<file path="src/rtl/option_menu.sv">
// Vertical option menu: click-to-select buttons overlaid on a VGA pixel stream.
`ifndef VGA_MACROS_SV
`define VGA_MACROS_SV
`define VGA_BUS_SIZE 40
`define VGA_RGB(b)    b[11:0]
`define VGA_HBLNK(b)  b[12]
`define VGA_HSYNC(b)  b[13]
`define VGA_HCOUNT(b) b[25:14]
`define VGA_VBLNK(b)  b[26]
`define VGA_VSYNC(b)  b[27]
`define VGA_VCOUNT(b) b[39:28]
`endif

module option_menu #(
    parameter int unsigned NUM_OPTIONS = 3,
    parameter int unsigned X_POS       = 400,
    parameter int unsigned Y_POS       = 200,
    parameter int unsigned BTN_WIDTH   = 200,
    parameter int unsigned BTN_HEIGHT  = 60,
    parameter int unsigned BTN_GAP     = 20,
    parameter int unsigned DEFAULT_SEL = 1,
    parameter int unsigned VALUE_W     = 6,
    parameter logic [NUM_OPTIONS*VALUE_W-1:0] OPTION_VALUES = {6'd24, 6'd16, 6'd8},
    parameter logic [11:0] COLOR_IDLE  = 12'h444,
    parameter logic [11:0] COLOR_HOVER = 12'h888,
    parameter logic [11:0] COLOR_SEL   = 12'h0F0,
    localparam int unsigned IDX_W = (NUM_OPTIONS <= 2) ? 1 : $clog2(NUM_OPTIONS)
) (
    input  logic                     clk,
    input  logic                     rst,
    input  logic                     enable,
    input  logic                     mouse_left,
    input  logic [11:0]              mouse_xpos,
    input  logic [11:0]              mouse_ypos,
    input  logic [`VGA_BUS_SIZE-1:0] vga_in,
    output logic [`VGA_BUS_SIZE-1:0] vga_out,
    output logic [IDX_W-1:0]         sel_idx,
    output logic [VALUE_W-1:0]       sel_value,
    output logic                     commit_pulse
);

    localparam int unsigned PITCH = BTN_HEIGHT + BTN_GAP;
    localparam logic [11:0] X_LO  = 12'(X_POS);
    localparam logic [11:0] X_HI  = 12'(X_POS + BTN_WIDTH);
    localparam logic [VALUE_W-1:0] DEFAULT_VALUE = OPTION_VALUES[DEFAULT_SEL*VALUE_W +: VALUE_W];

    typedef enum logic {IDLE = 1'b0, ARMED = 1'b1} state_t;

    // Point-in-button test; bounds fold to constants per unrolled button index.
    function automatic logic in_btn(input logic [11:0] x, input logic [11:0] y,
                                    input int unsigned i);
        logic [11:0] y_lo;
        logic [11:0] y_hi;
        y_lo = 12'(Y_POS + i * PITCH);
        y_hi = 12'(Y_POS + i * PITCH + BTN_HEIGHT);
        return (x >= X_LO) && (x < X_HI) && (y >= y_lo) && (y < y_hi);
    endfunction

    // Option value lookup without a variable-width multiply on the index.
    function automatic logic [VALUE_W-1:0] value_of(input logic [IDX_W-1:0] idx);
        logic [VALUE_W-1:0] v;
        v = '0;
        for (int unsigned i = 0; i < NUM_OPTIONS; i++) begin
            if (idx == IDX_W'(i)) v = OPTION_VALUES[i*VALUE_W +: VALUE_W];
        end
        return v;
    endfunction

    state_t                   state_q, state_d;
    logic                     prev_q;
    logic [IDX_W-1:0]         armed_idx_q, armed_idx_d;
    logic [IDX_W-1:0]         sel_idx_q, sel_idx_d;
    logic [VALUE_W-1:0]       sel_value_q, sel_value_d;
    logic                     commit_pulse_q, commit_pulse_d;
    logic [`VGA_BUS_SIZE-1:0] vga_out_q, vga_out_d;

    logic [NUM_OPTIONS-1:0]   cur_hit_c;
    logic                     any_hit_c;
    logic [IDX_W-1:0]         hit_idx_c;
    logic                     armed_hit_c;
    logic                     rise_c;
    logic                     commit_c;

    // Cursor decode: which button the mouse is over, and whether it is the armed one.
    always_comb begin
        cur_hit_c   = '0;
        any_hit_c   = 1'b0;
        hit_idx_c   = '0;
        armed_hit_c = 1'b0;
        for (int unsigned i = 0; i < NUM_OPTIONS; i++) begin
            cur_hit_c[i] = in_btn(mouse_xpos, mouse_ypos, i);
            if (cur_hit_c[i] && !any_hit_c) begin
                any_hit_c = 1'b1;
                hit_idx_c = IDX_W'(i);
            end
            if (cur_hit_c[i] && (armed_idx_q == IDX_W'(i))) armed_hit_c = 1'b1;
        end
    end

    assign rise_c = mouse_left & ~prev_q;

    // Click FSM state register.
    always_ff @(posedge clk or negedge rst) begin
        if (!rst) state_q <= IDLE;
        else      state_q <= state_d;
    end

    // Click FSM next state: arm on a fresh press over a button, drop on release or disable.
    always_comb begin
        state_d = state_q;
        case (state_q)
            IDLE:    if (enable && rise_c && any_hit_c) state_d = ARMED;
            ARMED:   if (!enable || !mouse_left)        state_d = IDLE;
            default: state_d = IDLE;
        endcase
    end

    // Click FSM outputs: latch armed button, commit on release over the same button.
    always_comb begin
        armed_idx_d    = armed_idx_q;
        commit_c       = 1'b0;
        if (state_q == IDLE && enable && rise_c && any_hit_c) armed_idx_d = hit_idx_c;
        if (state_q == ARMED && enable && !mouse_left && armed_hit_c) commit_c = 1'b1;
        sel_idx_d      = commit_c ? armed_idx_q : sel_idx_q;
        sel_value_d    = commit_c ? value_of(armed_idx_q) : sel_value_q;
        commit_pulse_d = commit_c;
    end

    // Overlay: recolour pixels inside buttons, everything else passes through.
    always_comb begin
        vga_out_d = vga_in;
        if (enable) begin
            for (int unsigned i = 0; i < NUM_OPTIONS; i++) begin
                if (in_btn(`VGA_HCOUNT(vga_in), `VGA_VCOUNT(vga_in), i)) begin
                    if (sel_idx_q == IDX_W'(i))  `VGA_RGB(vga_out_d) = COLOR_SEL;
                    else if (cur_hit_c[i])       `VGA_RGB(vga_out_d) = COLOR_HOVER;
                    else                         `VGA_RGB(vga_out_d) = COLOR_IDLE;
                end
            end
        end
    end

    // Datapath registers: button history, selection, strobe and delayed VGA bus.
    always_ff @(posedge clk or negedge rst) begin
        if (!rst) begin
            prev_q         <= 1'b0;
            armed_idx_q    <= '0;
            sel_idx_q      <= IDX_W'(DEFAULT_SEL);
            sel_value_q    <= DEFAULT_VALUE;
            commit_pulse_q <= 1'b0;
            vga_out_q      <= '0;
        end else begin
            prev_q         <= mouse_left;
            armed_idx_q    <= armed_idx_d;
            sel_idx_q      <= sel_idx_d;
            sel_value_q    <= sel_value_d;
            commit_pulse_q <= commit_pulse_d;
            vga_out_q      <= vga_out_d;
        end
    end

    assign vga_out      = vga_out_q;
    assign sel_idx      = sel_idx_q;
    assign sel_value    = sel_value_q;
    assign commit_pulse = commit_pulse_q;

endmodule
</file>
<file path="config.mk">
export PLATFORM = sky130hd
export DESIGN_NAME = option_menu
export DESIGN_NICKNAME = d
export VERILOG_FILES = /design/src/rtl/option_menu.sv
export SDC_FILE = /design/constraint.sdc
export NUM_CORES = 1
export LEC_CHECK = 0
export ABC_CLOCK_PERIOD_IN_PS = 4880
export BUFFER_PORTS_ARGS = -buffer_cell sky130_fd_sc_hd__buf_2
export CAP_MARGIN = 20
export CORE_MARGIN = 8
export CORE_UTILIZATION = 48
export CTS_CLUSTER_DIAMETER = 120
export DETAILED_ROUTE_END_ITERATION = 16
export PLACE_DENSITY = 0.85
export SYNTH_ARGS = -nofsm -noshare
export SYNTH_HDL_FRONTEND = slang
export SYNTH_SLANG_ARGS = --single-unit
</file>
<file path="constraint.sdc">
create_clock -name clk -period 4.88 [get_ports clk]
set_input_delay 0.976 -clock clk [delete_from_list [all_inputs] [get_ports clk]]
set_output_delay 0.976 -clock clk [all_outputs]
set_load 0.02 [all_outputs]
</file>
==> results.toml <==
[placement]
gpl.final_weighted_congestion = 0.806
dpl_ws_ps = 1710
buffer_ports.inserted = 107
place.detailed.hpwl_um = 4720
place.detailed.instances = 348

[layout]
ratio_of_cells_with_drive_above_1_in_the_final_layout = 0.416
fin_nets = 376
syn_to_final_growth_pct = 31.1
antenna-diode-count = 0
finish.cell_count_without_fillers = 357
num-fill-cells = 356

[sta]
hold_violations = 0
clock.fmax_mhz = 350
post-route-period-util = 0.586
max-slew-margin-rel = 0.356
clock_period_minus_worst_slack_ps = 2860
slew_violations = 0
worst_slack_ps = 2020
setup_viol_count_final = 0
final_clock_skew_ps = 7.49
setup-tns-final_ps = 0
rsz0062_at_grt = "no"
worst_pin_slew_ps = 962

[critical_path]
timing.setup.critical_path_class = "primary input to flop"
timing.critical_path.from_type = "primary input"
timing.critical_path.required_ps = 5110
setup.worst_path.end_class = "flop"
critPathMaxFanout = 11
cp_data_arrival_time_ps = 3090

[power_and_ir_drop]
power.switching_uw = 215
areal_power_density_over_the_cells_nw_per_um2 = 275
p_int_uw = 574
clock_power_share = 0.297
power.ir.vdd_worst_uv = 124
power.leakage_nw = 1.37
power_uw = 788
comb_power_share = 0.159
netSwitchingFraction = 0.273
power.sequential.fraction = 0.543

[grt]
number_of_global_route_vias_before_repair = 2007
grt.overflow.total = 0
grt.total_usage = 0.167
antenna_found_initial = 0
grt_pass1_wl_um = 9720
grt_start_max_net_pins = 50

[die]
fp.dieW_um = 83.5
floorplan.initialDensity = 0.499
die_height_um = 83.5
die_area_sq_um = 6970
count_of_pins_on_the_block_boundary = 117
design.core.area_sq_um = 4380
num_rows = 24

[yosys]
warning_count_from_the_yosys_run = 0
synth_seq_cells = 49
top_cells_by_area_in_the_synthesized_netlist = "sky130_fd_sc_hd__dfrtp_1 54%, sky130_fd_sc_hd__a21oi_1 3.0%, sky130_fd_sc_hd__nor2_1 2.6%"
synth.avg_cell_area_sq_um = 11.3
synthArstFlopShare = 1.00
syn_area_sq_um = 2190
synth-edff-count = 0
yosysSeqAreaShare = 0.562
synthesis.instances = 193
yosys.cell_types.count = 48
post_synth_top_area_cell = "sky130_fd_sc_hd__dfrtp_1"
top_reg_cell_synth = "sky130_fd_sc_hd__dfrtp_1"
share_of_yosys_cell_area_claimed_by_the_top_area_cell_type = 0.538

[drt]
via_density_per_instance = 5.39
drt.antenna.violating_nets = 0
drt-pass1-iter-count = 4
violation_count_after_the_first_detailed_route_iteration = 44
via_count = 1925
route.final.wire_length_um = 5800
post_drt_wl_per_cell_um = 16.3
drc = 0

[clocking]
cts-resized-gates = 0
clkLatencyLatePin_ps = 300
cts.sink_count = 49
ctsLongestPathBuffers = 2
cts_buffers = 5
buffers_inserted_by_post_cts_timing_repair = 0
cts_htree_levels = 2
tritoncts = "built"
clk_pin_slew_worst_paths_ps = 80
cts_hold_buf = 0
root_buffer = "sky130_fd_sc_hd__clkbuf_8"

[worst_hold_path]
timing.hold.worst.class = "primary input to asynchronous set/reset pin"

[flow_run]
maxCapViolations = 0

[run_status]
result_of_the_run = "complete, no violations"
[registers in the layout, summed over array words and instances (netlist names)]
name          cells
prev_q            1
sel_idx           2
state_q           1
sel_value         2
armed_idx_q       2
vga_out          40
commit_pulse      1
[Yosys cell counts (2+ instances only)]
| master | count |
|---|---|
| sky130_fd_sc_hd__mux2_2 | 3 |
| sky130_fd_sc_hd__nor2b_1 | 7 |
| sky130_fd_sc_hd__a211o_1 | 3 |
| sky130_fd_sc_hd__a2111oi_0 | 2 |
| sky130_fd_sc_hd__nand2_1 | 12 |
| sky130_fd_sc_hd__clkbuf_1 | 2 |
| sky130_fd_sc_hd__inv_1 | 9 |
| sky130_fd_sc_hd__nor3_1 | 9 |
| sky130_fd_sc_hd__o31a_1 | 3 |
| sky130_fd_sc_hd__o2bb2ai_1 | 2 |
| sky130_fd_sc_hd__o2111ai_1 | 3 |
| sky130_fd_sc_hd__nand3_1 | 3 |
| sky130_fd_sc_hd__dfstp_2 | 2 |
| sky130_fd_sc_hd__a21o_1 | 2 |
| sky130_fd_sc_hd__and2_1 | 3 |
| sky130_fd_sc_hd__buf_4 | 4 |
| sky130_fd_sc_hd__nand3b_1 | 2 |
| sky130_fd_sc_hd__dfrtp_1 | 47 |
| sky130_fd_sc_hd__o21bai_1 | 5 |
| sky130_fd_sc_hd__o211ai_1 | 3 |
| sky130_fd_sc_hd__nand2b_1 | 3 |
| sky130_fd_sc_hd__a22o_1 | 2 |
| sky130_fd_sc_hd__mux2i_1 | 2 |
| sky130_fd_sc_hd__ha_1 | 4 |
| sky130_fd_sc_hd__nor2_1 | 15 |
| sky130_fd_sc_hd__o221ai_1 | 2 |
| sky130_fd_sc_hd__o22a_1 | 2 |
| sky130_fd_sc_hd__or2_2 | 2 |
| sky130_fd_sc_hd__a311oi_1 | 2 |
| sky130_fd_sc_hd__or3_1 | 3 |
| sky130_fd_sc_hd__a21oi_1 | 13 |
[per-layer routing]
layer | global-route usage | wire, um
met1 | 0.191 | 2390
met2 | 0.279 | 2800
met3 | 0.0654 | 540
met4 | 0.0518 | 77
met5 | 0 | 0
[worst paths after layout]
check,from,endpoint,slack (ps),cells past startpoint
worst max-delay path,mouse_xpos[4],sel_idx[0]$_DFFE_PN1P_,2020,6
worst min-delay path,rst,vga_out[35]$_DFF_PN0_,510,1
worst max register to register,armed_idx_q[0]$_DFFE_PN0P_,sel_idx[0]$_DFFE_PN1P_,2990,5
worst min register to register,state_q$_DFF_PN0_,state_q$_DFF_PN0_,550,2
max in group asynchronous,rst,sel_idx[0]$_DFFE_PN1P_,3870,2
min in group clk,state_q$_DFF_PN0_,state_q$_DFF_PN0_,550,2
[critical path, cell delays in order]
cell and delay (ps):
sky130_fd_sc_hd__buf_2 100, sky130_fd_sc_hd__a21o_1 170, sky130_fd_sc_hd__a2111oi_0 450, sky130_fd_sc_hd__o211ai_1 430, sky130_fd_sc_hd__a2111oi_4 560, sky130_fd_sc_hd__mux2_2 390
[cell type report]
class,count,area (sq um),share of cell area
flip-flops and latches,49,1230,0.429
multi-input cells,131,892,0.311
repair buffers,108,556,0.194
clock buffers,5,68.8,0.0240
well taps,52,65.1,0.0227
inverters,9,33.8,0.0118
clock inverters,3,21.3,0.00742
[power groups by stage]
stage | Clock (mW) | Sequential [mW] | Combinational (mW)
4_1_cts | 0.243 | 0.429 | 0.125
3_5_place_dp | 0 | 0.437 | 0.125
2_1_floorplan | 0 | 0.462 | 0.0347
5_1_grt | 0.262 | 0.430 | 0.138
3_3_place_gp | 0 | 0.436 | 0.121
6_report | 0.234 | 0.428 | 0.126
[cells by family (layout without fill, tap and decap cells)]
logic type | after synthesis | after routing | share of synthesized area
flip-flops | 49 | 49 | 0.562
adder cells (fa/ha/maj) | 4 | 4 | 0.0229
AO/OA/AOI/OAI | 53 | 53 | 0.197
other | 1 | 4 | 0.00172
multiplexers | 5 | 5 | 0.0246
buffers and inverters | 16 | 125 | 0.0349
AND/OR/NAND/NOR | 65 | 65 | 0.157
[per-stage QoR]
stage | instance area, sq um | hold WS [ps] | utilization
after detailed placement | 2760 | 528 | 0.628
after floorplan | 2200 | 490 | -
final | 2870 | 507 | 0.654
after CTS | 2850 | 551 | 0.649
after global routing | 2870 | 493 | 0.654
after global placement | 2760 | 517 | 0.628
[placed cells by master (no fill, tap or decap), drive strengths merged, types with 2 or more instances in the layout]
cell,instances
a21o,2
o221ai,2
and2,3
dfrtp,47
nor2,15
nand2,12
dfstp,2
a311oi,2
nor3,9
clkbuf,5
ha,4
o22a,2
o21bai,5
o211ai,3
o2111ai,3
a2111oi,4
nor2b,7
mux2,3
o2bb2ai,2
a211o,3
a21oi,13
nand3,3
nand3b,2
mux2i,2
or2,2
or3,3
nand2b,3
inv,10
a22o,2
o31a,3
buf,108
conb,4
Power figures use the tool's default switching activity.
